`src/rtl/mod_counter_pkg.sv`:
```
// Shared op-codes and FSM state encoding for the modulo-N counter sequencer.
package mod_counter_pkg;

  localparam logic [1:0] OP_CLEAR  = 2'b00;
  localparam logic [1:0] OP_PRESET = 2'b01;
  localparam logic [1:0] OP_RUN    = 2'b10;
  localparam logic [1:0] OP_LOAD   = 2'b11;

  typedef enum logic {
    ST_IDLE = 1'b0,
    ST_RUN  = 1'b1
  } state_t;

endpackage

```
`src/rtl/mod_counter_core.sv`:
```
// Modulo-MODULUS counter datapath: clear > load > enable, up or down by dir.
module mod_counter_core #(
  parameter int MODULUS = 13,
  parameter int WIDTH   = 4
) (
  input  logic             clock,
  input  logic             reset,
  input  logic             clr,
  input  logic             load,
  input  logic [WIDTH-1:0] load_val,
  input  logic             en,
  input  logic             dir,
  output logic [WIDTH-1:0] count,
  output logic             wrap_evt
);

  localparam logic [WIDTH-1:0] MAX_CNT = WIDTH'(MODULUS - 1);

  // Flags the step that crosses the modulus boundary, one cycle before count shows it.
  assign wrap_evt = en && (dir ? (count == '0) : (count == MAX_CNT));

  always_ff @(posedge clock) begin
    if (reset) begin
      count <= '0;
    end else if (clr) begin
      count <= '0;
    end else if (load) begin
      count <= load_val;
    end else if (en) begin
      if (dir) count <= (count == '0) ? MAX_CNT : count - 1'b1;
      else     count <= (count == MAX_CNT) ? '0 : count + 1'b1;
    end
  end

endmodule

```
`src/rtl/mod_counter_ctrl.sv`:
```
// Command sequencer around mod_counter_core. Optional down-count run via MODCTR_DOWN_EN.
//   state   | meaning
//   ST_IDLE | ready for a command; CLEAR/PRESET/LOAD complete here in one edge
//   ST_RUN  | stepping the counter once per edge until remaining hits zero or halt
module mod_counter_ctrl
  import mod_counter_pkg::*;
#(
  parameter int MODULUS      = 13,
  parameter int WIDTH        = 4,
  parameter int PRESET_VALUE = 9,
  parameter int ARG_W        = 8
) (
  input  logic             clock,
  input  logic             reset,
  input  logic             cmd_valid,
  output logic             cmd_ready,
  input  logic [1:0]       cmd_op,
  input  logic [ARG_W-1:0] cmd_arg,
  input  logic             halt,
`ifdef MODCTR_DOWN_EN
  input  logic             down,
`endif
  output logic [WIDTH-1:0] counter,
  output logic             busy,
  output logic             done,
  output logic             wrap
);

  localparam logic [ARG_W-1:0] MOD_ARG    = ARG_W'(MODULUS);
  localparam logic [WIDTH-1:0] MAX_CNT    = WIDTH'(MODULUS - 1);
  localparam logic [WIDTH-1:0] PRESET_CNT = WIDTH'(PRESET_VALUE);

  state_t           state, state_nxt;
  logic [ARG_W-1:0] remaining, remaining_nxt;
  logic             dir_q, dir_nxt;
  logic             done_nxt;
  logic             clr, load, en;
  logic [WIDTH-1:0] load_val;
  logic             wrap_evt;
  logic             run_dir;

`ifdef MODCTR_DOWN_EN
  assign run_dir = down;
`else
  assign run_dir = 1'b0;
`endif

  assign cmd_ready = (state == ST_IDLE);
  assign busy      = (state == ST_RUN);

  always_ff @(posedge clock) begin
    if (reset) begin
      state     <= ST_IDLE;
      remaining <= '0;
      dir_q     <= 1'b0;
      done      <= 1'b0;
      wrap      <= 1'b0;
    end else begin
      state     <= state_nxt;
      remaining <= remaining_nxt;
      dir_q     <= dir_nxt;
      done      <= done_nxt;
      wrap      <= wrap_evt;
    end
  end

  always_comb begin
    state_nxt     = state;
    remaining_nxt = remaining;
    dir_nxt       = dir_q;
    done_nxt      = 1'b0;
    clr           = 1'b0;
    load          = 1'b0;
    load_val      = '0;
    en            = 1'b0;
    case (state)
      ST_IDLE: begin
        if (cmd_valid) begin
          case (cmd_op)
            OP_CLEAR: begin
              clr      = 1'b1;
              done_nxt = 1'b1;
            end
            OP_PRESET: begin
              load     = 1'b1;
              load_val = PRESET_CNT;
              done_nxt = 1'b1;
            end
            OP_LOAD: begin
              load     = 1'b1;
              // Out-of-range values saturate rather than alias into the count range.
              load_val = (cmd_arg < MOD_ARG) ? cmd_arg[WIDTH-1:0] : MAX_CNT;
              done_nxt = 1'b1;
            end
            default: begin
              if (cmd_arg == '0) begin
                done_nxt = 1'b1;
              end else begin
                remaining_nxt = cmd_arg;
                dir_nxt       = run_dir;
                state_nxt     = ST_RUN;
              end
            end
          endcase
        end
      end
      ST_RUN: begin
        if (halt) begin
          remaining_nxt = '0;
          state_nxt     = ST_IDLE;
        end else begin
          en            = 1'b1;
          remaining_nxt = remaining - 1'b1;
          if (remaining == ARG_W'(1)) begin
            state_nxt = ST_IDLE;
            done_nxt  = 1'b1;
          end
        end
      end
      default: state_nxt = ST_IDLE;
    endcase
  end

  mod_counter_core #(
    .MODULUS (MODULUS),
    .WIDTH   (WIDTH)
  ) u_core (
    .clock    (clock),
    .reset    (reset),
    .clr      (clr),
    .load     (load),
    .load_val (load_val),
    .en       (en),
    .dir      (dir_q),
    .count    (counter),
    .wrap_evt (wrap_evt)
  );

endmodule
```
`config.mk`:
```
export PLATFORM = sky130hd
export DESIGN_NAME = mod_counter_ctrl
export DESIGN_NICKNAME = d
export VERILOG_FILES = /design/src/rtl/mod_counter_pkg.sv /design/src/rtl/mod_counter_core.sv /design/src/rtl/mod_counter_ctrl.sv
export SDC_FILE = /design/constraint.sdc
export NUM_CORES = 1
export LEC_CHECK = 0
export ABC_AREA = 1
export ABC_CLOCK_PERIOD_IN_PS = 1250
export CAP_MARGIN = 10
export CORE_AREA = 2 2 59 61
export DETAILED_ROUTE_END_ITERATION = 7
export DIE_AREA = 0 0 61 63
export GPL_ROUTABILITY_DRIVEN = 0
export PLACE_DENSITY = 0.64
export SYNTH_ARGS = -nofsm -noshare
export SYNTH_HDL_FRONTEND = slang
export SYNTH_SLANG_ARGS = --single-unit
```
`constraint.sdc`:
```
create_clock -name clock -period 1.25 [get_ports clock]
set_clock_uncertainty 0.1 [all_clocks]
set_input_delay 0.375 -clock clock [delete_from_list [all_inputs] [get_ports clock]]
set_output_delay 0.375 -clock clock [all_outputs]
set_load 0.1 [all_outputs]
```
==> impl_metrics.tcl <==
set metrics [dict create \
    status "complete, but fails checks" \
    violations "setup timing" \
    cts_tree "built" \
    r2r-end "u_core.count[1]" \
    place_area_mm2 0.001718 \
    setup.worst_path.start_class "flip-flop" \
    tightest_slew_ps 302.3 \
    ff2ff_setup_slack_ps -190 \
    grt_max_degree 9 \
    worstReg2RegStart "busy" \
    worstHoldStart "remaining[1]" \
    synth_edf_count 0 \
    vdd_drop_max_uv 285.1 \
    r2r_cells 6 \
    syn_to_final_growth_pct 78.91 \
    endpoint_kind "flip-flop" \
    wirelength_mm 3.537 \
    mostFrequentLayoutCells "42 x nand2_1, 31 x buf_4, 26 x nor2_1" \
    grt_antenna_before_repair 0 \
    hp-class "flip-flop to flip-flop" \
    root_buffer "clkbuf_4" \
    arrival_ps 1520 \
    synth_area_leaders "dfxtp_1 27%, nand2_1 18%, nor2_1 11%" \
    finalPower_uw 1472 \
    power_leakage_uw 0.0009202 \
    cts_sinks 15 \
    slew-limit-headroom_pct 79.84 \
    synth_cells 182 \
    hold_viol 0 \
    io_pins 22 \
    path_class "flip-flop to flip-flop" \
    vias_per_cell 4.837 \
    drc 0 \
    power_density_mw_per_mm2 745.3 \
    die_w_um 61 \
    fin_crit_ps 1437 \
    numPortBuffers 21 \
    cts_buffers 3 \
    ant_nets 0 \
    finalSetupViolations 23 \
    fillers 286 \
    dieHeight_um 63 \
    grt_use_total_pct 20.39 \
    n_antenna_cell 0 \
    start_util_pct 34.15 \
    yosys_warnings 0 \
    drtPass1Iterations 4 \
    hold_depth 2 \
    core_mm2 0.003232 \
    post-route-period-util_pct 114.9 \
    cp.required_ps 1330 \
    yosysTopAreaCell "dfxtp_1" \
    maxCapViolations 0 \
    slew_viol_final 0 \
    path_max_fanout 5 \
    final_layout_size_suffix_gt1_share_pct 43.62 \
    clockBufferDepth 2 \
    fmax_ghz 0.6960 \
    hold_path_end "remaining[1]" \
    final_common_cell "nand2_1" \
    grt_pass1_vias 1248 \
    syn_nets 200 \
    fin_ws_ps -186.9 \
    cts_max_level 1 \
    holdBufCountCts 0 \
    async_flop_share_pct 0 \
    clk_latency_ps 290 \
    rsz0062_at_grt "true" \
    avgRoutedWirePerCell_um 12.24 \
    via_count 1398 \
    clk_pin_slew_ps 90 \
    finish.instance_area_mm2 0.001974 \
    synth_top_cell_area_share_pct 27.21 \
    synth.distinct_cells 26 \
    final_nets 262 \
    grt_overflow 0 \
    ys_seq_area_share_pct 27.21 \
    syn_area_mm2 0.001104 \
    rows 21 \
    synth_ff_type "dfxtp_1" \
    hold_ws_ps 409.0 \
    dp.final_hpwl_mm 2.365 \
    syn-mean-instance-area_um2 6.064 \
    grt_pass1_wl_mm 5.802 \
    first_iter_violations 51 \
    die_area_mm2 0.003843 \
    ys_seq_elements 15 \
]
==> worst max-delay path, cell delays in order, from the launching register on <==
cell,delay [ps]
dfxtp_4,390
inv_8,50
buf_6,110
nor2_4,220
clkinvlp_4,190
o21ai_1,170
a21oi_1,90
==> sequential cells by signal, indices dropped and copies added (netlist names) <==
signal        cells
remaining         8
busy              1
done              1
u_core.count      4
wrap              1
==> cells by family after synthesis <==
kind of cell,after synthesis,synth area share (%)
flops,15,27.21
fa+ha+maj,4,4.535
buf+inv,28,11.00
compound gates,17,8.504
xor+xnor,2,1.588
simple gates,116,47.17
==> worst max path at each step <==
stage                          start         endpoint  slack, ps  cells past startpoint
after floorplan                 busy     remaining[2]       -120                      8
after global routing            busy  u_core.count[1]       -250                      8
after global placement    cmd_arg[7]     remaining[1]       -540                      9
final                           busy  u_core.count[1]       -190                      6
after CTS                       busy             busy       -180                      2
after detailed placement  cmd_arg[7]     remaining[1]       -560                      9
==> routing by layer <==
metal / GRT usage, % / share of wire, % / up-vias
met4: 7.609 / 1.5 / 0
met1: 29.29 / 44 / 632
met3: 3.313 / 5.8 / 6
met5: 0 / 0 / -
met2: 29.97 / 48 / 51
li1: - / - / 709
==> what timing repair did <==
| action | in CTS | in global routing |
|---|---|---|
| setup endpoints to repair | 22 | 23 |
| gates resized for setup | 29 | 17 |
| buffers inserted | 12 | 2 |
| pin swaps | 11 | 27 |
| cloned | 2 | 0 |
==> area by class of cell <==
class,instances,area [um2],share of cell area [%]
Multi-Input combinational cell,140,867.1,43.92
Clock buffer,4,26.28,1.331
Sequential cell,15,322.8,16.35
Timing Repair inverter,1,7.507,0.3802
Tap cell,46,57.56,2.915
Timing Repair Buffer,58,584.3,29.59
Inverter,25,108.9,5.513
==> cell usage after synthesis, types with 4 or more instances <==
library cell and number:
dfxtp_1 15, inv_1 18, nand2_1 52, nand3_1 17
nor2_2 4, o21ai_1 4, o21ai_0 5, a21oi_1 4
ha_1 4, nor2_1 32, inv_2 5
==> per-stage QoR <==
step	setup WS (ps)	util, %	TNS (ps)	cells
after floorplan	-123.8	-	-898.1	182
after global placement	-540.6	53.16	-6915	269
after detailed placement	-557.9	53.16	-7238	269
after CTS	-176.9	58.69	-2027	287
after global routing	-250.6	61.09	-3893	289
final	-186.9	61.09	-2536	289
==> report_power, final <==
group	internal (uW)	total (uW)	switching [uW]
logic	268	637	369
clock network	124	293	169
registers	506	542	36.1
total	898	1470	574
(Power assumes the default switching activity.)
